File: src/rtl/bkm_control_step_scoreboard.sv
// bkm_control_step_scoreboard
// Collects per-run statistics from the bkm_control_step checker flags and
// presents a held summary to the testbench top.
//
// Ports:
//   clk, arst (async, active-low), srst (sync clear, active-high)
//   start / stop       : pulses that open and close a run
//   sample_valid       : checker flags and deltas are valid this cycle
//   war_u/v, err_u/v   : checker flags per channel
//   delta_u/v          : signed (two's complement) tb-minus-res delta, W/4 bits
//   running            : high while a run is in progress
//   n_*                : saturating statistics counters, CW bits
//   max_delta_u/v      : peak |delta| seen this run, unsigned
//   first_err_*        : index and channel mask of the first errored sample
//   aborted            : run ended because of too many consecutive errors
//   summary_valid/ack  : summary handshake with the consumer
module bkm_control_step_scoreboard #(
  parameter int W          = 64,
  parameter int CW         = 32,
  parameter int MAX_CONSEC = 8
) (
  input  logic                clk,
  input  logic                arst,
  input  logic                srst,
  input  logic                start,
  input  logic                stop,
  input  logic                sample_valid,
  input  logic                war_u,
  input  logic                war_v,
  input  logic                err_u,
  input  logic                err_v,
  input  logic [W/4-1:0]      delta_u,
  input  logic [W/4-1:0]      delta_v,
  output logic                running,
  output logic [CW-1:0]       n_samples,
  output logic [CW-1:0]       n_pass,
  output logic [CW-1:0]       n_war_u,
  output logic [CW-1:0]       n_war_v,
  output logic [CW-1:0]       n_err_u,
  output logic [CW-1:0]       n_err_v,
  output logic [W/4-1:0]      max_delta_u,
  output logic [W/4-1:0]      max_delta_v,
  output logic                first_err_valid,
  output logic [CW-1:0]       first_err_idx,
  output logic [1:0]          first_err_ch,
  output logic                aborted,
  output logic                summary_valid,
  input  logic                summary_ack
);

  localparam int DW = W / 4;
  localparam logic [CW-1:0] CNT_MAX    = '1;
  localparam logic [CW-1:0] CONSEC_LIM = CW'(MAX_CONSEC);

  typedef enum logic [1:0] {
    IDLE   = 2'd0,
    RUN    = 2'd1,
    REPORT = 2'd2
  } state_t;

  state_t        state;
  logic [CW-1:0] consec;

  logic          counted;
  logic          any_err;
  logic          all_clear;
  logic          abort_hit;
  logic [DW-1:0] abs_u;
  logic [DW-1:0] abs_v;

  // Saturating increment shared by every statistics counter.
  function automatic logic [CW-1:0] sat_inc(input logic [CW-1:0] v);
    return (v == CNT_MAX) ? v : v + CW'(1);
  endfunction

  // Negating the most negative value wraps back to 2^(DW-1), which read as
  // unsigned is exactly its magnitude, so no extra bit is needed.
  assign abs_u     = delta_u[DW-1] ? (~delta_u + DW'(1)) : delta_u;
  assign abs_v     = delta_v[DW-1] ? (~delta_v + DW'(1)) : delta_v;

  assign counted   = (state == RUN) && sample_valid;
  assign any_err   = err_u | err_v;
  assign all_clear = ~(war_u | war_v | err_u | err_v);
  assign abort_hit = (consec == CONSEC_LIM);

  // Single state machine holding all statistics; srst mirrors arst but only
  // acts at a clock edge.
  always_ff @(posedge clk or negedge arst) begin
    if (!arst) begin
      state           <= IDLE;
      consec          <= '0;
      running         <= 1'b0;
      n_samples       <= '0;
      n_pass          <= '0;
      n_war_u         <= '0;
      n_war_v         <= '0;
      n_err_u         <= '0;
      n_err_v         <= '0;
      max_delta_u     <= '0;
      max_delta_v     <= '0;
      first_err_valid <= 1'b0;
      first_err_idx   <= '0;
      first_err_ch    <= '0;
      aborted         <= 1'b0;
      summary_valid   <= 1'b0;
    end else if (srst) begin
      state           <= IDLE;
      consec          <= '0;
      running         <= 1'b0;
      n_samples       <= '0;
      n_pass          <= '0;
      n_war_u         <= '0;
      n_war_v         <= '0;
      n_err_u         <= '0;
      n_err_v         <= '0;
      max_delta_u     <= '0;
      max_delta_v     <= '0;
      first_err_valid <= 1'b0;
      first_err_idx   <= '0;
      first_err_ch    <= '0;
      aborted         <= 1'b0;
      summary_valid   <= 1'b0;
    end else begin
      case (state)
        IDLE: begin
          // stop arriving with start is simply ignored here
          if (start) begin
            state           <= RUN;
            running         <= 1'b1;
            consec          <= '0;
            n_samples       <= '0;
            n_pass          <= '0;
            n_war_u         <= '0;
            n_war_v         <= '0;
            n_err_u         <= '0;
            n_err_v         <= '0;
            max_delta_u     <= '0;
            max_delta_v     <= '0;
            first_err_valid <= 1'b0;
            first_err_idx   <= '0;
            first_err_ch    <= '0;
            aborted         <= 1'b0;
          end
        end

        RUN: begin
          // The sample in the closing cycle (stop or abort) is still counted.
          if (counted) begin
            n_samples <= sat_inc(n_samples);
            if (all_clear)       n_pass  <= sat_inc(n_pass);
            if (war_u && !err_u) n_war_u <= sat_inc(n_war_u);
            if (war_v && !err_v) n_war_v <= sat_inc(n_war_v);
            if (err_u)           n_err_u <= sat_inc(n_err_u);
            if (err_v)           n_err_v <= sat_inc(n_err_v);
            if (abs_u > max_delta_u) max_delta_u <= abs_u;
            if (abs_v > max_delta_v) max_delta_v <= abs_v;
            if (any_err) begin
              consec <= abort_hit ? consec : consec + CW'(1);
              if (!first_err_valid) begin
                first_err_valid <= 1'b1;
                first_err_idx   <= n_samples;
                first_err_ch    <= {err_v, err_u};
              end
            end else begin
              consec <= '0;
            end
          end
          // Abort looks at the registered streak, so it lands one cycle
          // after the limiting error sample.
          if (stop || abort_hit) begin
            state         <= REPORT;
            running       <= 1'b0;
            summary_valid <= 1'b1;
            if (abort_hit) aborted <= 1'b1;
          end
        end

        REPORT: begin
          if (summary_ack) begin
            state         <= IDLE;
            summary_valid <= 1'b0;
          end
        end

        default: begin
          state         <= IDLE;
          running       <= 1'b0;
          summary_valid <= 1'b0;
        end
      endcase
    end
  end

endmodule

File: config.mk
export PLATFORM = sky130hd
export DESIGN_NAME = bkm_control_step_scoreboard
export DESIGN_NICKNAME = d
export VERILOG_FILES = /design/src/rtl/bkm_control_step_scoreboard.sv
export SDC_FILE = /design/constraint.sdc
export NUM_CORES = 1
export LEC_CHECK = 0
export CORE_ASPECT_RATIO = 1.4
export CORE_MARGIN = 3
export CORE_UTILIZATION = 48
export CTS_CLUSTER_SIZE = 24
export DETAILED_ROUTE_END_ITERATION = 6
export PLACE_DENSITY_LB_ADDON = 0.1
export SLEW_MARGIN = 15
export SYNTH_ARGS = -nofsm -noshare
export SYNTH_HDL_FRONTEND = slang
export SYNTH_SLANG_ARGS = --single-unit
File: constraint.sdc
create_clock -name clk -period 2.7 [get_ports clk]
set_clock_uncertainty 0.2 [all_clocks]
set_input_delay 0.54 -clock clk [delete_from_list [all_inputs] [get_ports clk]]
set_output_delay 0.54 -clock clk [all_outputs]
set_load 0.02 [all_outputs]
==> reports/metrics.yaml, run 1 <==
cp_common_cell: "buf_6"
finalCritPeriodShare: 1.31
fmax_mhz: 282
use_met3: 0.0649
use_met2: 0.495
rsz0062_at_grt: "yes"
cp-start-kind: "primary input"
yosysSeqAreaShare: 0.445
post-route-min-period_ps: 3550
postRouteAntennaNets: 0
synth_fp_nets: 1958
mostFrequentLayoutCell: "dfrtp_1"
ir_worst_vdd_mv: 0.462
yosys_warnings: 0
required_ps: 2990
busiest_layer: "met2"
gp_congestion: 0.881
grt_pass1_wl_mm: 83.8
ys_ff_latch: 296
worst_path_largest_cell_delay_ps: 530
clock-root-buffer: "clkbuf_16"
status: "finished, violations left"
dp_hpwl_mm: 38.0
viasPerCell: 5.65
relSlewSlack: 0.630
start_util: 0.488
synth_cell_type_count: 83
num_rows: 80
end_kind: "register"
cp_num_buf_inv: 3
grt_pass1_vias: 16300
drt_iter0_drc: 1015
antenna_found_initial: 0
fillers: 2749
core_mm2: 0.0341
place_area_mm2: 0.0220
synth_edf_count: 0
die_h_um: 226
wl_per_cell_um: 18.3
ys.flop_type: "dfrtp_1"
die_w_um: 163
syn_inst: 1873
drv_cap: 0
synth_area_leaders: "dfrtp_1, nand2_1, xnor2_1"
track_usage: 0.278
h-tree-depth: 1
area_delta_synth_final_pct: 41.6
clock_latency_ps: 560
power_density_mw_per_mm2: 429
cts_tree: "yes"
drt_wl_total_mm: 52.5
final_core_util: 0.691
netlist_area_mm2: 0.0167
p_leak_nw: 9.43
fin_area_mm2: 0.0236
min_path_type: "primary input to register"
critPathKind: "primary input to register"
grt_max_degree: 105
clkSlewWorstSetupHoldPaths_ps: 70
clockBufferDepth: 3
finalMaxSlewViolations: 0
post-place-ws_ps: -1990
grt_use_met1: 0.333
cts-buffers-inserted: 29
dieArea_mm2: 0.0370
layout_common_cells: "dfrtp_1, clkdlybuf4s50_1, buf_4"
critPathSlowestCell: "or4_4"
io_pins: 305
violations: "setup timing"
overflow: 0
cp_max_fo: 7
fin_nets: 2478
worst-slew-pin-transition_ps: 552
syn_area_per_cell_um2: 8.90
power_mw: 10.1
drc_errors: 0
dr.pass1.iters: 7
synth.top_cell.area_share: 0.445
final-hold-violation-count: 0
timing.final.ws_setup_ps: -846
port-buffer-count: 304
yosys.area.top_type: "dfrtp_1"
vias: 16200
drive_gt1_frac: 0.174
path_delay_family: "simple AND/OR/NAND/NOR gates"
path_cells: "buf_6 > or4_4 > or3_4 > o31ai_1 > xnor2_1 > ha_1 > nand4_1 > or4_4 > buf_6 > o21a_4 > nand2b_4 > o31ai_4 > buf_6 > o2bb2ai_4"
tns_ps: -25630
setup_viol: 32
cts.sinks: 296
cp_data_arrival_time_ps: 3830
async_reset_ff_frac: 1.00
-- cell type report --
class,count,area [um^2],area share
clock inverter,17,175,0.00742
sequential,296,7410,0.314
inverter,54,203,0.00859
antenna,1,2.50,0.000106
multi-input combinational,1442,9220,0.391
tap,451,564,0.0239
timing repair buffer,570,5250,0.222
clock buffer,34,774,0.0328
-- per-layer routing --
metal  vias to the layer above  wire length, um
met3                        97             3590
met5                         -                0
li1                       7748                -
met2                       446            26700
met4                         0             1690
met1                      7898            20500
-- path summary, 6_finish.rpt --
kind,start,endpoint,slack (ps),cells past startpoint
max,delta_u[4],max_delta_u[13],-850,14
min,delta_u[0],max_delta_u[0],260,3
max reg2reg,n_err_u[11],n_err_u[26],70,7
min reg2reg,first_err_idx[10],first_err_idx[10],280,2
max in group asynchronous,arst,max_delta_u[13],1290,3
min in group asynchronous,arst,n_war_u[20],270,2
-- what timing repair did --
| action | in CTS | in global routing |
|---|---|---|
| setup buffers | 35 | 4 |
| cloned | 3 | 0 |
| resized for setup | 72 | 36 |
| pin swaps | 32 | 27 |
| endpoints found under the hold margin | 40 | 0 |
| hold buffers | 1 | 0 |
| endpoints found under the setup margin | 32 | 47 |
-- registers in the layout (all words and copies together), names as in the netlist, 2 cells and up --
name	cells
n_err_u	32
n_samples	32
n_war_u	32
first_err_ch	2
n_war_v	32
n_pass	32
first_err_idx	32
n_err_v	32
consec	32
max_delta_v	16
max_delta_u	16
state	2
-- kinds of logic (layout without fill, tap and decap cells) --
logic type | after synthesis | after routing | share of synthesized area
AOI/OAI and AO/OA | 278 | 278 | 0.107
buffers and inverters | 135 | 675 | 0.0327
and+or+nand+nor | 936 | 936 | 0.285
DFF | 296 | 296 | 0.445
muxes | 15 | 15 | 0.00924
xor gates and xnor gates | 171 | 171 | 0.0899
other | 0 | 1 | 0
adders and majority gates | 42 | 42 | 0.0315
-- worst reg2reg max path, stage by stage (launching register included) --
cell	delay [ps]
dfrtp_1	410
nand3_1	180
nor4_1	490
o21ai_1	300
buf_4	220
a2111oi_0	480
xnor2_1	180
nor2_1	50
-- where the power goes --
group	internal (mW)	leakage, nW	switching [mW]	total (mW)
registers	4.47	4.13	0.0389	4.51
logic	0.647	4.83	0.860	1.51
clock network	2.33	0.468	1.79	4.12
total	7.45	9.43	2.69	10.1
-- synthesized netlist by cell type, types with 4 or more instances --
| master | instances |
|---|---|
| nor3b_1 | 7 |
| inv_1 | 54 |
| nor4_1 | 33 |
| buf_1 | 9 |
| buf_2 | 9 |
| nand2_1 | 223 |
| or2_2 | 7 |
| nor2b_1 | 8 |
| ha_1 | 42 |
| nand4_1 | 96 |
| o41ai_1 | 6 |
| a31oi_1 | 5 |
| buf_4 | 5 |
| o21ai_1 | 4 |
| a21oi_1 | 60 |
| and4_1 | 26 |
| xor2_1 | 82 |
| nor4b_1 | 7 |
| clkbuf_1 | 56 |
| o2bb2ai_1 | 13 |
| and2_1 | 12 |
| nor3_1 | 53 |
| o211ai_1 | 5 |
| dfrtp_1 | 296 |
| o21a_1 | 4 |
| or3_1 | 43 |
| or4_1 | 26 |
| a31o_2 | 4 |
| o21ai_0 | 111 |
| xnor2_1 | 89 |
| a2111oi_0 | 6 |
| nand3_1 | 130 |
| and3_1 | 28 |
| nand2b_1 | 10 |
| o31ai_1 | 25 |
| nor2_1 | 205 |
| mux2i_1 | 14 |
-- through the flow --
stage / hold slack, ps / cells
finish: 259 / 2865
global route: 242 / 2864
CTS: 197 / 2863
global placement: 261 / 2773
detailed placement: 270 / 2773
floorplan: 44.4 / 1873
Power figures use the tool's default switching activity.
==> inputs of run 2 (changes only) <==
CORE_UTILIZATION = 55   (was 48)
clock period = 4.17 ns   (was 2.7 ns; I/O delays follow)
==> run 2 against run 1 <==
- the flow now finishes without violations
- count of clock-buffer cells in the layout increased by 12
- first-iteration DRC count fell by 6.2%
- global-route usage up 1.9 points
- utilization rose by 5.3 points
- via count decreased by 1.6%
- setup slack gained 890 ps
- cell area decreased by 6.8%
- critical endpoint is now max_delta_u[14]
==> reports/metrics.yaml, run 2 (synthesized netlist as in run 1, its figures left out) <==
seq_power_share: 0.453
dieArea_mm2: 0.0324
cp-start-kind: "primary input"
p_switching_mw: 1.66
port-buffer-count: 304
multi_input_area_mm2: 0.00897
drt_iter0_drc: 952
critPathKind: "primary input to register"
fillers: 2259
power_mw: 6.45
drt_wl_total_mm: 50.3
final-hold-violation-count: 0
num_rows: 74
clock_latency_ps: 560
drive_gt1_frac: 0.0920
clockBufferDepth: 3
path_cells: "clkdlybuf4s50_1 > inv_1 > ha_1 > nand2b_1 > or3_4 > o31ai_1 > xnor2_1 > ha_1 > nand4_1 > or4_4 > o21a_4 > nand2b_4 > o31ai_4 > clkbuf_16 > o2bb2ai_1"
viasPerCell: 6.06
start_util: 0.564
p_clk_frac: 0.420
min_path_type: "primary input to asynchronous set/reset pin"
cp_max_fo: 6
grt_max_degree: 87
p_int_mw: 4.78
die_h_um: 212
power_density_mw_per_mm2: 293
worst_path_largest_cell_delay_ps: 550
overflow: 0
clock-root-buffer: "clkbuf_16"
p_leak_nw: 8.55
worst-slew-pin-transition_ps: 850
drc_errors: 0
finalCritPeriodShare: 0.990
h-tree-depth: 1
end_kind: "register"
antenna_found_initial: 0
required_ps: 4450
critPathSlowestCell: "or4_4"
cts_tree: "yes"
mostFrequentLayoutCell: "dfrtp_1"
post-place-ws_ps: -967
cts.sinks: 296
ir_worst_vdd_mv: 0.340
seqCellArea_mm2: 0.00741
relSlewSlack: 0.428
clkSlewWorstSetupHoldPaths_ps: 60
status: "finished, final reports clean"
fmax_mhz: 242
cts-buffers-inserted: 30
core_mm2: 0.0295
diodes: 0
io_pins: 305
grt_pass1_vias: 15800
cp_common_cell: "ha_1"
die_w_um: 153
wl_per_cell_um: 19.1
area_delta_synth_final_pct: 32.0
setup_viol: 0
final_core_util: 0.744
grt_pass1_wl_mm: 80.6
vias: 15900
finalMaxSlewViolations: 0
fin_nets: 2311
dr.pass1.iters: 5
post-route-min-period_ps: 4130
track_usage: 0.297
power_frac_comb: 0.127
layout_common_cells: "dfrtp_1, clkdlybuf4s50_1, nand2_1"
postRouteAntennaNets: 0
timing.final.ws_setup_ps: 40.9
hold_buffers: 0
drv_cap: 0
dp_hpwl_mm: 36.0
cp_data_arrival_time_ps: 4410
gp_congestion: 0.924
switching_share: 0.258
run 2: critical path, delay by kind of cell:
kind | cells | cell delay (ps)
AND/OR/NAND/NOR | 5 | 1360
AO/OA/AOI/OAI | 4 | 790
buffers and inverters | 3 | 770
adder cells (fa/ha/maj) | 2 | 500
XOR/XNOR | 1 | 160
run 2: path summary, 6_finish.rpt:
path / start / to / slack (ps) / depth (start not counted)
worst max register to register: state[1] / n_err_v[3] / 1320 / 7
worst min register to register: first_err_idx[21] / first_err_idx[21] / 280 / 2
worst max-delay path: delta_u[0] / max_delta_u[14] / 40 / 15
min in group clk: first_err_idx[21] / first_err_idx[21] / 280 / 2
worst min-delay path: arst / n_war_u[18] / 70 / 1
max in group asynchronous: arst / max_delta_u[3] / 2710 / 2
run 2: per-stage QoR:
step | std cells | area, um^2 | hold WS (ps) | TNS, ps
after global placement | 2565 | 20700 | 262 | -21000
final | 2629 | 22000 | 66.8 | 0
after floorplan | 1873 | 16700 | 284 | 0
after detailed placement | 2565 | 20700 | 270 | -24060
after CTS | 2621 | 21700 | 101 | 0
after global routing | 2629 | 22000 | 112 | -1590
run 2: metal layers:
metal  vias up  global-route usage  routed length [um]
li1       7420                   -                   -
met1      7865               0.361               19500
met2       547               0.535               25900
met3        98              0.0595                3430
met4         0              0.0910                1490
met5         -                   0                   0
run 2: final cells by class:
class	instances	area share
Multi-Input combinational cell	1442	0.408
Tap cell	380	0.0216
Sequential cell	296	0.337
Clock buffer	46	0.0401
Clock inverter	9	0.00467
Timing Repair Buffer	402	0.180
Inverter	54	0.00922
run 2: timing repair:
action / in CTS / in global routing
resized for setup: 9 / 43
gates cloned: 0 / 3
setup buffers: 1 / 5
pin swaps: 1 / 23
setup endpoints to repair: 31 / 32
run 2: power groups by stage:
stage	combinational [mW]	clock, mW	sequential [mW]
finish	0.818	2.71	2.92
global route	0.889	2.87	2.92
CTS	0.759	2.75	2.92
detailed placement	0.742	0	2.97
global placement	0.725	0	2.97
floorplan	0.364	0	2.98
==> inputs of run 3 (changes only) <==
CORE_ASPECT_RATIO = 1.5   (was 1.4)
==> run 3 against run 2 <==
- register-to-register slack about the same
- non-clock buffer count decreased by 1
- sequential power about the same
- via count decreased by 0.87%
- flip-flop and latch count unchanged
- critical path type unchanged
==> reports/metrics.yaml, run 3 (synthesized netlist as in run 1, its figures left out) <==
drv_cap: 0
cts.sinks: 296
reg2reg_to: "n_err_v[3]"
wl_met2_mm: 26.0
setup_viol: 0
grt_pass1_wl_mm: 80.4
area_delta_synth_final_pct: 31.3
grt_pass1_vias: 15600
cp_max_fo: 6
clkSlewWorstSetupHoldPaths_ps: 60
p_switching_mw: 1.61
critPathKind: "primary input to register"
path_delay_family: "simple AND/OR/NAND/NOR gates"
port-buffer-count: 304
tns_ps: 0
drt_wl_total_mm: 50.5
layout_common_cells: "dfrtp_1, clkdlybuf4s50_1, nand2_1"
dr.pass1.iters: 5
cp-start-kind: "primary input"
timing.final.ws_setup_ps: 29.8
path_cells: "clkdlybuf4s50_1 > or3_4 > or3_4 > o41ai_4 > xnor2_1 > ha_1 > nand4_1 > or4_4 > a21oi_2 > a2111o_1 > o31ai_4 > clkbuf_16 > o2bb2ai_1"
final-hold-violation-count: 0
topRoutingLayerUsed: "met4"
gp_congestion: 0.881
overflow: 0
cts-buffers-inserted: 29
worst-slew-pin-transition_ps: 1060
power_density_mw_per_mm2: 286
startpoint: "delta_u[1]"
r2r-start: "state[1]"
antenna_found_initial: 0
setup.worst_path.end: "max_delta_u[11]"
end_kind: "register"
dieArea_mm2: 0.0325
holdWs_ps: 132
diodes: 0
relSlewSlack: 0.281
io_pins: 305
mostFrequentLayoutCell: "dfrtp_1"
post-route-min-period_ps: 4140
track_usage: 0.300
fmax_mhz: 242
power_frac_comb: 0.129
hold_buffers: 0
num_rows: 77
p_int_mw: 4.65
cp_data_arrival_time_ps: 4360
post-place-ws_ps: -1010
min_path_type: "primary input to asynchronous set/reset pin"
core_mm2: 0.0297
finalCritPeriodShare: 0.993
vias: 15800
die_h_um: 219
power_mw: 6.25
cts_tree: "yes"
start_util: 0.562
drive_gt1_frac: 0.0871
clock-root-buffer: "clkbuf_16"
critPathSlowestCell: "or4_4"
met3_length_mm: 3.28
dp_hpwl_mm: 35.9
ff2ff_setup_slack_ps: 1310
required_ps: 4390
worst-path-stages: 13
viasPerCell: 6.00
ir_worst_vdd_mv: 0.279
fin_nets: 2309
h-tree-depth: 1
clockBufferDepth: 3
die_w_um: 148
p_clk_frac: 0.404
seq_power_share: 0.467
switching_share: 0.257
finalMaxSlewViolations: 0
status: "finished, final reports clean"
clock_latency_ps: 550
worst_path_largest_cell_delay_ps: 600
p_leak_nw: 8.50
drt_iter0_drc: 1008
met1_length_mm: 19.5
drc_errors: 0
postRouteAntennaNets: 0
cp_num_buf_inv: 2
grt_max_degree: 107
wl_per_cell_um: 19.2
cp_common_cell: "or3_4"
reg2regPathDepth: 8
[run 3: changes by cell type in the layout (fill, tap and decap cells not counted), moves of 3 or more]
cell	delta
o21ai_1	+4
o21ai_0	-3
clkinvlp_4	-3
clkinv_2	-3
[run 3: worst min path at each step]
stage | start | end | slack [ps]
2_1_floorplan | consec[11] | consec[11] | 280
3_3_place_gp | first_err_idx[12] | first_err_idx[12] | 260
3_5_place_dp | first_err_idx[11] | first_err_idx[11] | 270
4_1_cts | arst | n_war_u[19] | 180
5_1_grt | arst | n_war_u[19] | 180
6_report | arst | n_war_u[19] | 130
[run 3: layer usage]
metal | GRT usage | vias to the layer above
li1 | - | 7404
met1 | 0.363 | 7722
met2 | 0.539 | 552
met3 | 0.0566 | 114
met4 | 0.0980 | 0
met5 | 0 | -
[run 3: power groups by stage]
stage / sequential (mW) / clock (mW) / combinational, mW
6_report: 2.92 / 2.53 / 0.804
5_1_grt: 2.92 / 2.68 / 0.878
4_1_cts: 2.92 / 2.56 / 0.737
3_5_place_dp: 2.97 / 0 / 0.722
3_3_place_gp: 2.97 / 0 / 0.708
2_1_floorplan: 2.98 / 0 / 0.364
[run 3: layout make-up]
type / instances / area (um^2)
clock buffer: 44 / 852
clock inverter: 2 / 35.0
fill: 2266 / 7800
inverter: 54 / 203
multi-input combinational: 1442 / 8950
sequential: 296 / 7410
tap: 395 / 494
timing repair buffer: 401 / 3930
[run 3: metrics by stage]
stage,instances,instance area [um^2],utilization
2_1_floorplan,1873,16700,-
5_1_grt,2634,21900,0.737
4_1_cts,2621,21500,0.726
3_5_place_dp,2574,20600,0.694
6_report,2634,21900,0.737
3_3_place_gp,2574,20600,0.694
[run 3: repair_timing]
action | in CTS | in global routing
endpoints found under the hold margin | 0 | 0
gates cloned | 0 | 3
setup buffers | 1 | 10
gates resized for setup | 8 | 42
setup endpoints to repair | 32 | 32
pin swaps | 3 | 24
